<file path="src/rtl/cell_painter.sv">
// Pixel-stream generator for the Connect-Four VGA path: rasters one token, pointer,
// erased cell or the full board background as (x, y, colour, plot) beats, one per clock.
module cell_painter #(
    parameter int unsigned BLOCK_LEN    = 4,
    parameter int unsigned GAP_LEN      = 2,
    parameter int unsigned COLS         = 7,
    parameter int unsigned ROWS         = 6,
    parameter int unsigned COL_W        = 3,
    parameter int unsigned ROW_W        = 3,
    parameter int unsigned X_W          = 8,
    parameter int unsigned Y_W          = 7,
    parameter int unsigned BOARD_X0     = 0,
    parameter int unsigned BOARD_Y0     = 8,
    parameter int unsigned POINTER_Y    = 0,
    parameter logic [2:0]  BG_COLOUR    = 3'b001,
    parameter logic [2:0]  EMPTY_COLOUR = 3'b000
) (
    input  logic             clk,
    input  logic             resetn,
    input  logic             start,
    input  logic [1:0]       mode,
    input  logic [COL_W-1:0] col,
    input  logic [ROW_W-1:0] row,
    input  logic             player,
    output logic             busy,
    output logic             done,
    output logic             err,
    output logic [X_W-1:0]   x,
    output logic [Y_W-1:0]   y,
    output logic [2:0]       colour,
    output logic             plot
);

    localparam int unsigned PITCH   = BLOCK_LEN + GAP_LEN;
    localparam int unsigned BOARD_W = COLS * PITCH + GAP_LEN;
    localparam int unsigned BOARD_H = ROWS * PITCH + GAP_LEN;
    localparam int unsigned MAX_W   = (BOARD_W > BLOCK_LEN) ? BOARD_W : BLOCK_LEN;
    localparam int unsigned MAX_H   = (BOARD_H > BLOCK_LEN) ? BOARD_H : BLOCK_LEN;
    localparam int unsigned DX_W    = $clog2(MAX_W + 1);
    localparam int unsigned DY_W    = $clog2(MAX_H + 1);

    localparam logic [1:0] ModeToken   = 2'b00;
    localparam logic [1:0] ModePointer = 2'b01;
    localparam logic [1:0] ModeErase   = 2'b10;
    localparam logic [1:0] ModeClear   = 2'b11;

    typedef enum logic [1:0] {StIdle, StDraw, StFinish} state_e;

    state_e           state_q, state_d;
    logic [1:0]       mode_q, mode_d;
    logic [COL_W-1:0] col_q, col_d;
    logic [ROW_W-1:0] row_q, row_d;
    logic             player_q, player_d;
    logic             err_q, err_d;
    logic [DX_W-1:0]  dx_q, dx_d, last_dx;
    logic [DY_W-1:0]  dy_q, dy_d, last_dy;
    logic [X_W-1:0]   x_q, pix_x;
    logic [Y_W-1:0]   y_q, pix_y;
    logic [2:0]       colour_q, pix_colour;
    logic             req_valid;

    always_comb begin
        req_valid = 1'b1;
        unique case (mode)
            ModeClear:   req_valid = 1'b1;
            ModePointer: req_valid = (32'(col) < COLS);
            default:     req_valid = (32'(col) < COLS) && (32'(row) < ROWS);
        endcase
    end

    always_comb begin
        if (mode_q == ModeClear) begin
            last_dx = DX_W'(BOARD_W - 1);
            last_dy = DY_W'(BOARD_H - 1);
        end else begin
            last_dx = DX_W'(BLOCK_LEN - 1);
            last_dy = DY_W'(BLOCK_LEN - 1);
        end
    end

    always_comb begin
        state_d  = state_q;
        mode_d   = mode_q;
        col_d    = col_q;
        row_d    = row_q;
        player_d = player_q;
        err_d    = err_q;
        dx_d     = dx_q;
        dy_d     = dy_q;
        unique case (state_q)
            StIdle: begin
                if (start) begin
                    mode_d   = mode;
                    col_d    = col;
                    row_d    = row;
                    player_d = player;
                    dx_d     = '0;
                    dy_d     = '0;
                    err_d    = !req_valid;
                    state_d  = req_valid ? StDraw : StFinish;
                end
            end
            StDraw: begin
                if (dx_q == last_dx) begin
                    dx_d = '0;
                    if (dy_q == last_dy) begin
                        state_d = StFinish;
                    end else begin
                        dy_d = dy_q + 1'b1;
                    end
                end else begin
                    dx_d = dx_q + 1'b1;
                end
            end
            StFinish: state_d = StIdle;
            default:  state_d = StIdle;
        endcase
    end

    // Pixel for the cycle after this edge, so the first beat appears right after acceptance.
    always_comb begin
        pix_x      = X_W'(BOARD_X0 + GAP_LEN + 32'(col_d) * PITCH + 32'(dx_d));
        pix_y      = Y_W'(BOARD_Y0 + GAP_LEN + (ROWS - 1 - 32'(row_d)) * PITCH + 32'(dy_d));
        pix_colour = player_d ? 3'b110 : 3'b100;
        unique case (mode_d)
            ModeToken: begin
            end
            ModePointer: begin
                pix_y = Y_W'(POINTER_Y + GAP_LEN + 32'(dy_d));
            end
            ModeErase: begin
                pix_colour = EMPTY_COLOUR;
            end
            ModeClear: begin
                pix_x      = X_W'(BOARD_X0 + 32'(dx_d));
                pix_y      = Y_W'(BOARD_Y0 + 32'(dy_d));
                pix_colour = BG_COLOUR;
            end
            default: begin
            end
        endcase
    end

    always_ff @(posedge clk or negedge resetn) begin
        if (!resetn) begin
            state_q  <= StIdle;
            mode_q   <= '0;
            col_q    <= '0;
            row_q    <= '0;
            player_q <= 1'b0;
            err_q    <= 1'b0;
            dx_q     <= '0;
            dy_q     <= '0;
            x_q      <= '0;
            y_q      <= '0;
            colour_q <= '0;
        end else begin
            state_q  <= state_d;
            mode_q   <= mode_d;
            col_q    <= col_d;
            row_q    <= row_d;
            player_q <= player_d;
            err_q    <= err_d;
            dx_q     <= dx_d;
            dy_q     <= dy_d;
            // Outputs hold their last drawn value whenever no pixel is being plotted.
            if (state_d == StDraw) begin
                x_q      <= pix_x;
                y_q      <= pix_y;
                colour_q <= pix_colour;
            end
        end
    end

    assign plot   = (state_q == StDraw);
    assign busy   = (state_q != StIdle);
    assign done   = (state_q == StFinish);
    assign err    = done & err_q;
    assign x      = x_q;
    assign y      = y_q;
    assign colour = colour_q;

endmodule

</file>
<file path="config.mk">
export PLATFORM = sky130hd
export DESIGN_NAME = cell_painter
export DESIGN_NICKNAME = d
export VERILOG_FILES = /design/src/rtl/cell_painter.sv
export SDC_FILE = /design/constraint.sdc
export NUM_CORES = 1
export LEC_CHECK = 0
export CAP_MARGIN = 20
export CORE_UTILIZATION = 31
export DETAILED_ROUTE_END_ITERATION = 6
export GPL_ROUTABILITY_DRIVEN = 0
export SETUP_SLACK_MARGIN = 0.05
export SYNTH_ARGS = -nofsm -noshare
export SYNTH_HDL_FRONTEND = slang
export SYNTH_SLANG_ARGS = --single-unit
</file>
<file path="constraint.sdc">
create_clock -name clk -period 8.6 [get_ports clk]
set_input_delay 2.15 -clock clk [delete_from_list [all_inputs] [get_ports clk]]
set_output_delay 2.15 -clock clk [all_outputs]
set_load 0.02 [all_outputs]
</file>
==> results of run 1 <==
[power groups by stage]
stage	Sequential, W	Combinational, W	Clock [W]
after global routing	0.000355	0.00106	0.000178
final	0.000343	0.000931	0.000165
after floorplan	0.000377	0.000658	0
after CTS	0.000344	0.000937	0.000169
after detailed placement	0.000347	0.000932	0
after global placement	0.000346	0.000919	0
[logic make-up (layout without fill, tap and decap cells)]
group	after synthesis	after routing	synth area share [%]
xor+xnor	13	13	4.023
fa+ha+maj	29	29	13.62
flops	42	42	37.14
simple gates	97	97	18.21
mux	12	12	4.288
compound gates	68	68	17.11
buf+inv	35	70	5.614
[per-stage QoR]
stage | instances | hold WS (ns) | utilization, %
detailed placement | 431 | 0.4585 | 37.09
CTS | 438 | 0.4746 | 38.38
finish | 439 | 0.4697 | 38.61
global route | 439 | 0.4966 | 38.61
global placement | 431 | 0.4541 | 37.09
floorplan | 296 | 0.4376 | -
[path summary, 6_finish.rpt]
path	startpoint	to	slack [ns]
min	x[7]$_DFFE_PN0N_	x[7]$_DFFE_PN0N_	0.47
max	start	y[4]$_DFFE_PN0N_	3.04
min reg2reg	x[7]$_DFFE_PN0N_	x[7]$_DFFE_PN0N_	0.47
min in group asynchronous	resetn	y[1]$_DFFE_PN0N_	1.69
max in group asynchronous	resetn	colour[2]$_DFFE_PN0N_	6.46
max reg2reg	dx_q[0]$_DFF_PN0_	y[4]$_DFFE_PN0N_	4.37
[worst max-delay path, cell delays in order]
cell and delay, ns:
clkdlybuf4s50_1 0.49, nor3b_4 0.18, buf_4 0.27, mux2i_1 0.35
inv_1 0.11, ha_1 0.28, ha_1 0.28, ha_1 0.22
fa_1 0.42, xor2_1 0.16, nor2_1 0.16, nor2_1 0.07
a2111oi_1 0.49, a211oi_2 0.08
[layout by cell type, fill, tap and decap left out, drive strengths merged, types with 7 or more instances in the layout]
master / count
dfrtp: 42
nand2: 38
clkdlybuf4s50: 32
inv: 27
ha: 26
o21ai: 20
nor2: 16
a21oi: 13
mux2i: 11
nand3: 8
xor2: 7
[routing by layer]
layer / share of wire, % / routed length (um) / vias to the layer above / GRT usage, %
li1: - / - / 1109 / -
met1: 50 / 3271 / 1060 / 20.52
met2: 44 / 2877 / 55 / 22.16
met3: 4.3 / 281 / 14 / 3.165
met4: 2.0 / 130 / 0 / 5.769
met5: 0 / 0 / - / 0
[state kept, by name (all words and copies together) (netlist names)]
name / cells
state_q: 2
y: 7
player_q: 1
dy_q: 6
mode_q: 2
row_q: 3
dx_q: 6
x: 8
err_q: 1
colour: 3
col_q: 3
[layout make-up]
type	count	share of cell area [%]
Clock inverter	1	0.8876
Clock buffer	6	2.441
Sequential cell	42	31.07
Tap cell	108	3.994
Timing Repair Buffer	36	10.65
Multi-Input combinational cell	219	47.89
Inverter	27	3.070
==> out/results.ini, run 1 <==
[sta]
hold_viol_final = 0
fin_crit_sh_pct = 64.61
setup_viol_count_final = 0
setup_tns_ns = 0
max_freq_mhz = 180.0
skew_ns = 0.002349
slew_headroom_pct = 58.00
tightestPinTransition_ns = 0.6270
setup_ws_ns = 3.043
rsz0062_at_grt = no
finalCriticalPeriod_ns = 5.557
maxSlewViolCount = 0

[pwr]
switchingPower_w = 0.0006530
p_seq_share_pct = 23.9
ir_worst_vdd_mv = 0.1417
leakagePower_nw = 1.572
internal_power_w = 0.0007858
combinationalPowerShare_pct = 64.7
p_per_area_nw_per_um2 = 425.3
power_w = 0.001439
swShare_pct = 45.39
pwr-share-clk_pct = 11.5

[floorplanning]
placementRows = 34
io_pins = 34
die_h_um = 97.55
coreArea_sq_um = 8763
die_area_sq_um = 9516
initial_utilization_pct = 32.30
dieWidth_um = 97.55

[global_route]
antenna_found_initial = 0
grt_pass1_vias = 2249
grt_pass1_wl_um = 11110
gr-total-overflow = 0
grt_max_degree = 43
globalRouteTotalUtil_pct = 14.72

[final_layout]
multiInputGateArea_sq_um = 1620
fin_area_sq_um = 3383
seq_area_sq_um = 1051
nets = 372
drive_gt1_share_pct = 9.668
fill_cells = 882
num_antenna_cells = 0
area_growth_pct = 19.54

[synth]
ys_seq_elements = 42
ys_types = 59
synth_area_leader_cell = dfrtp_1
synth_common_cells = 42 x dfrtp_1, 37 x nand2_1, 26 x ha_1
synth_flop_cell = dfrtp_1
netlist_area_sq_um = 2830
avgSynthCellArea_sq_um = 9.562
synth_edf_count = 0
yosys_warnings = 0
synthTopCellsByArea = dfrtp_1 37%, ha_1 11%, nand2_1 4.9%, mux2i_1 3.9%, inv_1 3.3%
synth_nets = 337
yosysMostFrequentCell = dfrtp_1
yosysSeqAreaShare_pct = 37.14
synth_top_area_share_pct = 37.14
synthCells = 296
ys_async_sr_fraction_pct = 100.0

[run_status]
status = complete, no violations

[cts]
clock_tree.root_cell = clkbuf_8
clock-sinks = 42
clockBufferDepth = 2
cts_tree = done
postCtsResizedCells = 0
clkTransAtPathRegs_ns = 0.08
numCtsBuffers = 5
cts.hold.buffers_added = 0
clock_latency_ns = 0.30
post-cts-setup-buffers = 0
htree_levels = 2

[placed_design]
portBuffers = 33
place_ws_ns = 2.742
hpwlAfterDp_um = 4893
placed_area_sq_um = 3251

[setup_path]
end_kind = flip-flop
cp_max_fo = 12
critPathRequiredTime_ns = 8.77
r2r_cells = 14
worstSetupPathType = in -> reg
critPathLaunchType = primary input
crit_arrival_ns = 5.73

[drt]
drtIter0Drc = 97
dr.pass1.iters = 4
drc_errors = 0
drt-total-wl_um = 6561
vias_per_cell = 5.098
wl_per_cell_um = 14.95
vias = 2238
antenna_left = 0

[worst_hold_path]
holdCritPathClass = reg -> reg
hold_depth = 2

[run]
maxCapViolCount = 0

Power figures use the tool's default switching activity.
==> inputs of run 2 (changes only) <==
- clock period: 8.6 -> 5.7 ns (I/O delays scaled with it)
==> run 2 against run 1 <==
Against the previous run:
- core utilization shrank 0.11 points
- wire length grew 1.8%
- first-iteration DRC count grew 36%
- combinational power grew 51%
- sequential share of layout area grew 0.092 points
- sequential power grew 52%
- flip-flop and latch count is the same
- non-clock buffer count shrank 1
- clock skew grew 0.010 ns
- cell area shrank 0.30%
- critical endpoint unchanged
==> out/results.ini, run 2 (synthesized netlist as in run 1, its figures left out) <==
[drt]
vias = 2238  ; unchanged
drtIter0Drc = 132  ; +36%
vias_per_cell = 5.098  ; unchanged
antenna_left = 0  ; unchanged
drt-total-wl_um = 6682  ; +1.8%
dr.pass1.iters = 4  ; unchanged
wl_per_cell_um = 15.22  ; +1.8%
drc_errors = 0  ; unchanged

[cts]
clock-sinks = 42  ; unchanged
clock_latency_ns = 0.29  ; about the same
post-cts-setup-buffers = 0  ; unchanged
cts_tree = done
clockBufferDepth = 2  ; unchanged
clock_tree.root_cell = clkbuf_8
clkTransAtPathRegs_ns = 0.09  ; about the same
htree_levels = 2  ; unchanged
postCtsResizedCells = 0  ; unchanged
cts.hold.buffers_added = 0  ; unchanged
numCtsBuffers = 5  ; unchanged

[final_layout]
multiInputGateArea_sq_um = 1620  ; unchanged
seq_area_sq_um = 1051  ; unchanged
area_growth_pct = 19.19
num_antenna_cells = 0  ; unchanged
drive_gt1_share_pct = 9.366  ; -0.30 points
fill_cells = 892  ; +1.1%
largest_reg_flops = 8  ; unchanged
fin_area_sq_um = 3373  ; -0.30%
final_cell_mix = 42 x dfrtp_1, 37 x nand2_1, 32 x clkdlybuf4s50_1
layout_commonest_cell = dfrtp_1
nets = 371  ; -0.27%

[floorplanning]
io_pins = 34  ; unchanged
die_area_sq_um = 9516  ; unchanged
coreArea_sq_um = 8763  ; unchanged
die_h_um = 97.55  ; unchanged
dieWidth_um = 97.55  ; unchanged
placementRows = 34  ; unchanged
initial_utilization_pct = 32.30  ; unchanged

[setup_path]
critPathRequiredTime_ns = 5.87  ; -2.90 ns
crit_path_max_incr_delay_ns = 0.54  ; +0.05 ns
startpoint = start
cp_slowest_cell = nor3b_4
critPathLaunchType = primary input
crit_arrival_ns = 5.09  ; -0.64 ns
worstSetupPathType = in -> reg
cp_max_fo = 8  ; -4
end_kind = flip-flop
r2r_start = dx_q[0]$_DFF_PN0_
path_cells = clkdlybuf4s50_1 -> nor3b_4 -> mux2i_1 -> inv_1 -> ha_1 -> ha_1 -> ha_1 -> fa_1 -> xor2_1 -> nor2_1 -> nor2_1 -> a2111oi_1 -> a211oi_2
crit_top_cell = ha_1
path_buf_inv = 2  ; -1
crit_family = adder cells

[sta]
setup_viol_count_final = 0  ; unchanged
max_freq_mhz = 202.9
finalCriticalPeriod_ns = 4.927
fin_crit_sh_pct = 86.45
skew_ns = 0.01279  ; +0.01044 ns
rsz0062_at_grt = no
hold_viol_final = 0  ; unchanged
slew_headroom_pct = 48.71  ; -9.3 points
maxSlewViolCount = 0  ; unchanged
tightestPinTransition_ns = 0.7693  ; +0.1423 ns
setup_tns_ns = 0  ; unchanged

[placed_design]
placed_area_sq_um = 3243  ; -0.23%
portBuffers = 33  ; unchanged
hpwlAfterDp_um = 4892  ; about the same

[global_route]
antenna_found_initial = 0  ; unchanged
gr-total-overflow = 0  ; unchanged
grt_pass1_vias = 2266  ; +0.76%
grt_max_degree = 43  ; unchanged
globalRouteTotalUtil_pct = 15.05  ; +0.33 points
grt_pass1_wl_um = 11660  ; +5.0%

[worst_hold_path]
holdCritStartpoint = x[3]$_DFFE_PN0N_
holdCritPathClass = reg -> reg

[pwr]
leakagePower_nw = 1.561  ; -0.70%
ir_worst_vdd_mv = 0.2511  ; +77%
p_per_area_nw_per_um2 = 644.1  ; +51%

[run_status]
status = complete, no violations

[run]
maxCapViolCount = 0  ; unchanged

==> run 2: cell count changes in the layout (fill, tap and decap cells not counted), sizes merged <==
cell      delta
buf          -1
clkinvlp     +1
==> run 2: path summary, 6_finish.rpt <==
path	to	slack, ns	cells after the start
max	y[4]$_DFFE_PN0N_	0.77	13
min	x[3]$_DFFE_PN0N_	0.48	2
max reg2reg	y[4]$_DFFE_PN0N_	1.50	14
min reg2reg	x[3]$_DFFE_PN0N_	0.48	2
max in group asynchronous	x[6]$_DFFE_PN0N_	4.28	2
min in group asynchronous	dy_q[0]$_DFF_PN0_	0.97	1
==> run 2: per-layer routing <==
metal	vias up	GRT usage [%]	wire, um
met5	-	0	0
li1	1109	-	-
met2	39	23.67	3105
met3	2	2.014	140
met4	0	3.507	31
met1	1088	21.83	3405
==> run 2: metrics by stage <==
stage                     hold slack [ns]  std cells  worst slack (ns)  util, %  power (W)
final                              0.4765        439            0.7726    38.49   0.002173
after global routing               0.5152        439            0.5552    38.49   0.002413
after CTS                          0.4821        438            0.7785    38.26   0.002188
after detailed placement           0.4596        430            0.4838    37.01   0.001934
after global placement             0.4525        430            0.5934    37.01   0.001900
after floorplan                    0.4376        296             1.364        -   0.001563
==> run 2: power breakdown <==
part / total, W / internal, W / switching, W / leakage, nW
registers: 0.000522 / 0.000426 / 0.0000953 / 0.528
clock network: 0.000242 / 0.000131 / 0.000111 / 0.0514
logic: 0.00141 / 0.000618 / 0.000791 / 0.982
==> run 2: worst min-delay path, delay by kind of cell (launching register included) <==
family | cells | cell delay [ns]
and+or+nand+nor | 2 | 0.10
DFF | 1 | 0.35
==> run 2: area by class of cell <==
type / instances / area share (%)
Clock buffer: 6 / 2.151
Sequential cell: 42 / 31.16
Inverter: 27 / 3.079
Multi-Input combinational cell: 219 / 48.03
Tap cell: 108 / 4.006
Timing Repair Buffer: 35 / 10.46
Clock inverter: 2 / 1.113
